<file path="config.mk">
export PLATFORM = sky130hd
export DESIGN_NAME = divider_controller
export DESIGN_NICKNAME = d
export VERILOG_FILES = /design/src/rtl/divider_controller.sv
export SDC_FILE = /design/constraint.sdc
export NUM_CORES = 1
export LEC_CHECK = 0
export ABC_AREA = 1
export BUFFER_PORTS_ARGS = -buffer_cell sky130_fd_sc_hd__buf_2
export CORE_MARGIN = 5
export CORE_UTILIZATION = 56
export DETAILED_ROUTE_END_ITERATION = 16
export PLACE_DENSITY_LB_ADDON = 0.08
export SYNTH_ARGS = -nofsm -noshare
export SYNTH_HDL_FRONTEND = slang
export SYNTH_SLANG_ARGS = --single-unit
export TNS_END_PERCENT = 1
</file>
<file path="constraint.sdc">
create_clock -name clk -period 1.9 [get_ports clk]
set_input_delay 0.38 -clock clk [delete_from_list [all_inputs] [get_ports clk]]
set_output_delay 0.38 -clock clk [all_outputs]
set_load 0.02 [all_outputs]
</file>
<file path="src/rtl/divider_controller.sv">
// divider_controller: sequences an iterative RV32M divider for DIV/DIVU/REM/REMU.
// Resolves divide-by-zero and signed overflow locally, and reuses the last divider result for a matching operand pair.
module divider_controller #(
    parameter int TAG_W    = 5,
    parameter bit CACHE_EN = 1
) (
    input  logic             clk,
    input  logic             reset_n,
    input  logic             flush,
    input  logic             req_valid,
    output logic             req_ready,
    input  logic [1:0]       req_op,
    input  logic [31:0]      req_rs1,
    input  logic [31:0]      req_rs2,
    input  logic [TAG_W-1:0] req_tag,
    output logic             resp_valid,
    input  logic             resp_ready,
    output logic [31:0]      resp_result,
    output logic [TAG_W-1:0] resp_tag,
    output logic             div_start,
    output logic             div_sign,
    output logic [31:0]      div_divident,
    output logic [31:0]      div_divisor,
    input  logic             div_busy,
    input  logic [31:0]      div_quotient,
    input  logic [31:0]      div_remainder
);
    typedef enum logic [2:0] {IDLE, START, WAIT, DRAIN, RESP} state_t;
    state_t state, state_nx;
    logic [1:0] op_q;
    logic busy_q, c_valid, c_sign;
    logic [31:0] c_rs1, c_rs2, c_q, c_r, fast_result;
    logic accept, sign, by_zero, ovf, special, hit, done;
    always_comb begin
        accept      = req_valid & req_ready;
        sign        = ~req_op[0];
        by_zero     = req_rs2 == 32'h0;
        ovf         = sign & (req_rs1 == 32'h8000_0000) & (req_rs2 == 32'hFFFF_FFFF);
        special     = by_zero | ovf;
        hit         = CACHE_EN & c_valid & (req_rs1 == c_rs1) & (req_rs2 == c_rs2) & (sign == c_sign);
        fast_result = by_zero ? (req_op[1] ? req_rs1 : 32'hFFFF_FFFF) :
                      ovf     ? (req_op[1] ? 32'h0 : 32'h8000_0000) :
                                (req_op[1] ? c_r : c_q);
        done        = busy_q & ~div_busy;
    end
    always_ff @(posedge clk or negedge reset_n) begin
        if (!reset_n)
            state <= IDLE;
        else
            state <= state_nx;
    end
    // A flush that coincides with completion goes straight to IDLE: DRAIN would never see another falling edge.
    always_comb begin
        state_nx = state;
        case (state)
            IDLE:    if (accept) state_nx = (special | hit) ? RESP : START;
            START:   state_nx = flush ? DRAIN : WAIT;
            WAIT:    state_nx = done ? (flush ? IDLE : RESP) : (flush ? DRAIN : WAIT);
            DRAIN:   if (done) state_nx = IDLE;
            RESP:    if (flush | resp_ready) state_nx = IDLE;
            default: state_nx = IDLE;
        endcase
    end
    always_comb begin
        req_ready  = (state == IDLE) & ~flush;
        resp_valid = state == RESP;
        div_start  = state == START;
    end
    always_ff @(posedge clk or negedge reset_n) begin
        if (!reset_n) begin
            busy_q       <= 1'b0;
            op_q         <= 2'b0;
            resp_tag     <= '0;
            resp_result  <= 32'h0;
            div_sign     <= 1'b0;
            div_divident <= 32'h0;
            div_divisor  <= 32'h0;
            c_valid      <= 1'b0;
            c_sign       <= 1'b0;
            c_rs1        <= 32'h0;
            c_rs2        <= 32'h0;
            c_q          <= 32'h0;
            c_r          <= 32'h0;
        end else begin
            busy_q <= div_busy;
            if (accept) begin
                op_q     <= req_op;
                resp_tag <= req_tag;
            end
            if (accept & (special | hit))
                resp_result <= fast_result;
            // Divider operands only move when a new run starts, so they stay put while it iterates.
            if (accept & ~special & ~hit) begin
                div_sign     <= sign;
                div_divident <= req_rs1;
                div_divisor  <= req_rs2;
            end
            if ((state == WAIT) & done & ~flush)
                resp_result <= op_q[1] ? div_remainder : div_quotient;
            if (flush)
                c_valid <= 1'b0;
            else if ((state == WAIT) & done) begin
                c_valid <= 1'b1;
                c_sign  <= div_sign;
                c_rs1   <= div_divident;
                c_rs2   <= div_divisor;
                c_q     <= div_quotient;
                c_r     <= div_remainder;
            end
        end
    end
endmodule
</file>
# Word-level counts from Yosys, hierarchy flattened
# Cells that the tools add are included.
[word_totals]
register_bits = 238
inputBits = 141
out_inout_bits = 105
word_cells = 71
[op_classes]
eq_ne = 12
mux = 18
bitwise_logic = 21
n_reduce_logical = 6
[op_table]
columns = ["cell", "n"]
rows = [
  ["two-way mux 32 bit", 8],
  ["equality test 32 bit", 2],
  ["equality test 32 bit, second input constant", 2],
  ["logical NOT 32 bit", 1],
  ["two-way mux 3 bit", 6],
  ["one-hot mux 3 bit (5 select lines)", 1],
  ["AND 1 bit", 13],
  ["equality test 3 x 2 -> 1 bit, second input constant", 2],
  ["inverter 1 bit", 5],
  ["inequality test 2 bit, second input constant", 2],
  ["nonzero test 2 bit", 2],
  ["equality test 3 x 1 -> 1 bit, second input constant", 1],
  ["equality test 3 bit, second input constant", 1],
  ["logical NOT 3 bit", 1],
  ["two-way mux 1 bit", 3],
  ["OR 1 bit", 3],
  ["AND reduction 3 bit", 1],
  ["inequality test 2 x 1 -> 1 bit, second input constant", 1],
  ["AND reduction 2 bit", 1],
  ["equality test 1 bit", 1],
]

# Longest topological paths before layout
[logic_depth]
depth_word = 8
depth_mapped = 16
mapped_depth_nobuf = 14

# Least setup slack after synthesis
# Ideal clock, no wire load.
[synth_timing]
path_type = "reg-to-reg"
from = "register state[0]"
to = "register div_divident[6]"
setup_ns = 0.083
arrival_ns = 1.796
required_ns = 1.817
slack_ns = 0.021
path_stages_with_launch = 10
period_less_slack_ns = 1.879
cell_sequence = "dfrtp_1 -> inv_1 -> nand3_1 -> nor2_1 -> nand2_1 -> nor2_2 -> buf_2 -> buf_2 -> nand2_1 -> o21ai_0"
[synth_via]
elab_chain_cells = 5
[synth_lines]
columns = ["item", "line_no", "rtl"]
rows = [
  ["from (decl)", "29", "state_t state, state_nx;"],
  ["from (signal assigned)", "50", "state <= state_nx;"],
  ["logical NOT 3 bit", "65", "req_ready = (state == IDLE) & ~flush;"],
  ["AND 1 bit", "65", ""],
  ["net req_ready", "11", "output logic req_ready,"],
  ["AND 1 bit", "35", "accept = req_valid & req_ready;"],
  ["AND 1 bit (2 in a row)", "93", "if (accept & ~special & ~hit) begin"],
  ["to (signal assigned)", "95", "div_divident <= req_rs1;"],
  ["to (decl)", "22", "output logic [31:0] div_divident,"],
]
# The timed path passes the listed nets, and every way through them passes these cells.
# A chain may end at the register's enable or synchronous reset.

# Worst setup path after layout
[layout_timing]
from = "register c_rs2[20]"
to = "register div_divisor[9]"
[layout_via]
elab_chain_cells = 5
[layout_lines]
columns = ["item", "line_no", "rtl"]
rows = [
  ["from (decl)", "32", "logic [31:0] c_rs1, c_rs2, c_q, c_r, fast_result;"],
  ["from (signal assigned)", "106", "c_rs2 <= div_divisor;"],
  ["equality test 32 bit", "40", "hit = CACHE_EN & c_valid & (req_rs1 == c_rs1) & (req_rs2 == c_rs2) & (sign == c_sign);"],
  ["AND 1 bit (2 in a row)", "40", ""],
  ["inverter 1 bit", "93", ""],
  ["AND 1 bit", "93", ""],
  ["to (signal assigned)", "96", "div_divisor <= req_rs2;"],
  ["to (decl)", "23", "output logic [31:0] div_divisor,"],
]
# No other way between the ends.

==> flow_summary.ini <==
[synth]
synth-compound-area-share = 0.116
synth.most_common_cell = nand2_1
synth_fa_ha_area_frac = 0
syn-num-nets = 1820
ys_top_cells_by_count = nand2_1, dfrtp_1, o21ai_0
syn_area_per_cell_um2 = 7.16
ys_warn_count = 0
ys_seq_area_frac = 0.494
syn_area_um2 = 12000
synth_xor_xnor_area_share = 0.00948
ys_seq_elements = 237
ys_types = 28
synth_top_family_by_area = simple AND/OR/NAND/NOR gates
synth_edf_count = 0
synth_top_area_frac = 0.494
synth_top_area_cell = dfrtp_1
synth_top_flop_cell = dfrtp_1
synthTopCellsByArea = dfrtp_1, nand2_1, o21ai_0
synthCells = 1679
yosys.area_share.simple = 0.297
synthArstFlopShare = 1.00
synth_mux_area_frac = 0

[floorplanning]
die_width_um = 156
start_util = 0.570
num_rows = 53
dieArea_um2 = 24500
pin_count = 246
die_y_um = 156
core_um2 = 21100

[routing]
firstDrtPassIters = 6
ant_nets = 0
vias = 12100
routedWlPerCell_um = 16.4
finalWirelength_um = 37100
remaining_drc_errors = 0
via_per_inst = 5.33
first_iter_violations = 1016

[timing]
worst_slack_ns = -0.0194
final_max_slew_viol_count = 0
worst_pin_slew_ns = 0.461
holdWs_ns = 0.0479
relSlewSlack = 0.693
min_period_ns = 1.92
max_freq_ghz = 0.521
setup_viol = 3
period_share = 1.01
rsz0062_at_grt = yes
finalHoldViolations = 0
finClkSkew_ns = 0.0122

[setup_path]
reg2reg_slack_ns = -0.02
crit_buf_inv = 1
crit_top_cell = nand2_1
cp_num_cells = 13
critPathLaunchType = flip-flop
r2r-end = div_divisor[9]
reg2regPathDepth = 13
worstSetupEndpointType = flip-flop
arrival_ns = 2.33
path_cells = nand2_1, o21ai_0, nor2_1, nand2_1, nor2_2, nand2_2, nor2_1, nand3_1, nand2_2, nor2_4, buf_12, nand2_1, o21ai_0
reg2reg_from = c_rs2[20]
cp.required_ns = 2.31
crit_fanout = 37
critPathSlowestCell = dfrtp_1
critPathMaxStageDelay_ns = 0.39
critPathLaunch = c_rs2[20]
path_delay_family = simple AND/OR/NAND/NOR gates
crit_end = div_divisor[9]
crit_type = reg -> reg

[cells_and_area]
final_area_um2 = 15100
nFillCells = 1751
multi_input_area_um2 = 5130
drive_gt1_frac = 0.212
final_util = 0.717
regArea_um2 = 5930
syn2layout_area_growth_pct = 25.9
fin_nets = 2110

[clock_tree]
clkTransAtPathRegs_ns = 0.06
clock_latency_ns = 0.53
cts_tree = done
cts_setup_buffers = 0
cts_sinks = 237
h-tree-depth = 1
root_buffer = clkbuf_16
cts.path.max_buffers = 3
numCtsBuffers = 27

[global_routing]
grt_usage = 0.299
grt_start_max_net_pins = 52
gr-total-overflow = 0
antenna_found_initial = 4
grt_first_pass_wirelength_um = 59100
grt_pass1_vias = 11500

[hold_path]
holdCritPathClass = in -> reg

[placed_design]
place.gp.congestion = 0.922
io_buffers = 245
dp.final_hpwl_um = 27000
preCtsSetupSlack_ns = -0.260
placed_area_um2 = 14200

[status]
violations = negative setup slack
outcome = finished, violations left

[power_and_ir_drop]
powerDensity_nw_per_um2 = 1460
totalPowerFinal_w = 0.0221
irDropWorstVdd_uv = 1100
power_leakage_nw = 8.16

[run]
max_cap_viol_count = 0
cells in the final DEF (no fill, tap or decap), types with 6 or more instances in the layout:
cell,instances
a21oi_1,58
nand4_1,12
buf_6,7
buf_12,17
buf_4,79
nand3_1,78
clkbuf_16,27
nand2_1,672
inv_1,147
dfrtp_1,237
nor2_1,116
o21ai_1,16
inv_2,10
buf_2,243
clkinv_2,6
clkbuf_1,6
o21ai_0,196
xnor2_1,12
nor2_2,7
nand2_2,6
worst register-to-register path, stage by stage (launching register included):
cell and delay [ns]:
dfrtp_1 0.39, nand2_1 0.08, o21ai_0 0.08, nor2_1 0.14, nand2_1 0.09, nor2_2 0.12, nand2_2 0.08, nor2_1 0.09
nand3_1 0.12, nand2_2 0.16, nor2_4 0.09, buf_12 0.20, nand2_1 0.07, o21ai_0 0.08
metrics by stage:
step | instances | setup TNS, ns
6_report | 2263 | -0.0348
5_1_grt | 2263 | -10.85
3_3_place_gp | 2213 | -10.61
3_5_place_dp | 2213 | -18.40
4_1_cts | 2261 | -0.0311
2_1_floorplan | 1679 | 0
cell type report:
class                      instances  area share
sequential                       237       0.392
multi-input combinational       1193       0.339
timing repair buffer             350       0.151
clock buffer                      38      0.0507
inverter                         160      0.0399
tap                              275      0.0227
clock inverter                     8     0.00455
antenna                            2    0.000331
worst min path at each step:
stage | start | end | slack (ns) | depth (start not counted)
2_1_floorplan | reset_n | busy_q | 0.08 | 0
3_3_place_gp | reset_n | div_divisor[15] | 0.31 | 1
3_5_place_dp | reset_n | div_divisor[11] | 0.31 | 1
4_1_cts | req_tag[4] | resp_tag[4] | 0.03 | 3
5_1_grt | req_tag[4] | resp_tag[4] | 0.06 | 3
6_report | req_tag[4] | resp_tag[4] | 0.05 | 3
logic make-up (layout without fill, tap and decap cells):
group                  count (synthesis)  after routing
flip-flops                           237            237
buffers and inverters                249            556
other                                  0              2
XOR/XNOR                              13             13
AO/OA/AOI/OAI                        277            277
AND/OR/NAND/NOR                      903            903
routing by layer:
layer / GRT usage / vias to the layer above / wire [µm]
li1: - / 5822 / -
met5: 0 / - / 27
met1: 0.430 / 5643 / 15600
met3: 0.0454 / 68 / 3300
met4: 0.0897 / 4 / 1010
met2: 0.474 / 524 / 17200
flip-flops by register name, indices dropped and copies added, names as in the netlist:
register      flops
c_rs1            32
div_divisor      32
resp_result      32
state             3
div_divident     32
c_valid           1
c_q              32
div_sign          1
busy_q            1
c_rs2            32
c_sign            1
resp_tag          5
c_r              32
op_q              1
timing repair:
action                                  4_1_cts  5_1_grt
endpoints found under the setup margin       72      139
gates cloned                                  0        0
endpoints found under the hold margin        38        0
resized for setup                            12       32
pin swaps                                     0        1
hold buffers                                  2        0
power by group:
| part | total, W | switching [W] | leakage, nW | internal [W] |
|---|---|---|---|---|
| registers | 0.00881 | 0.00138 | 2.95 | 0.00743 |
| logic | 0.00829 | 0.00529 | 4.80 | 0.00300 |
| clock network | 0.00496 | 0.00203 | 0.418 | 0.00292 |
Note: power is estimated with default switching activity, not from simulation.
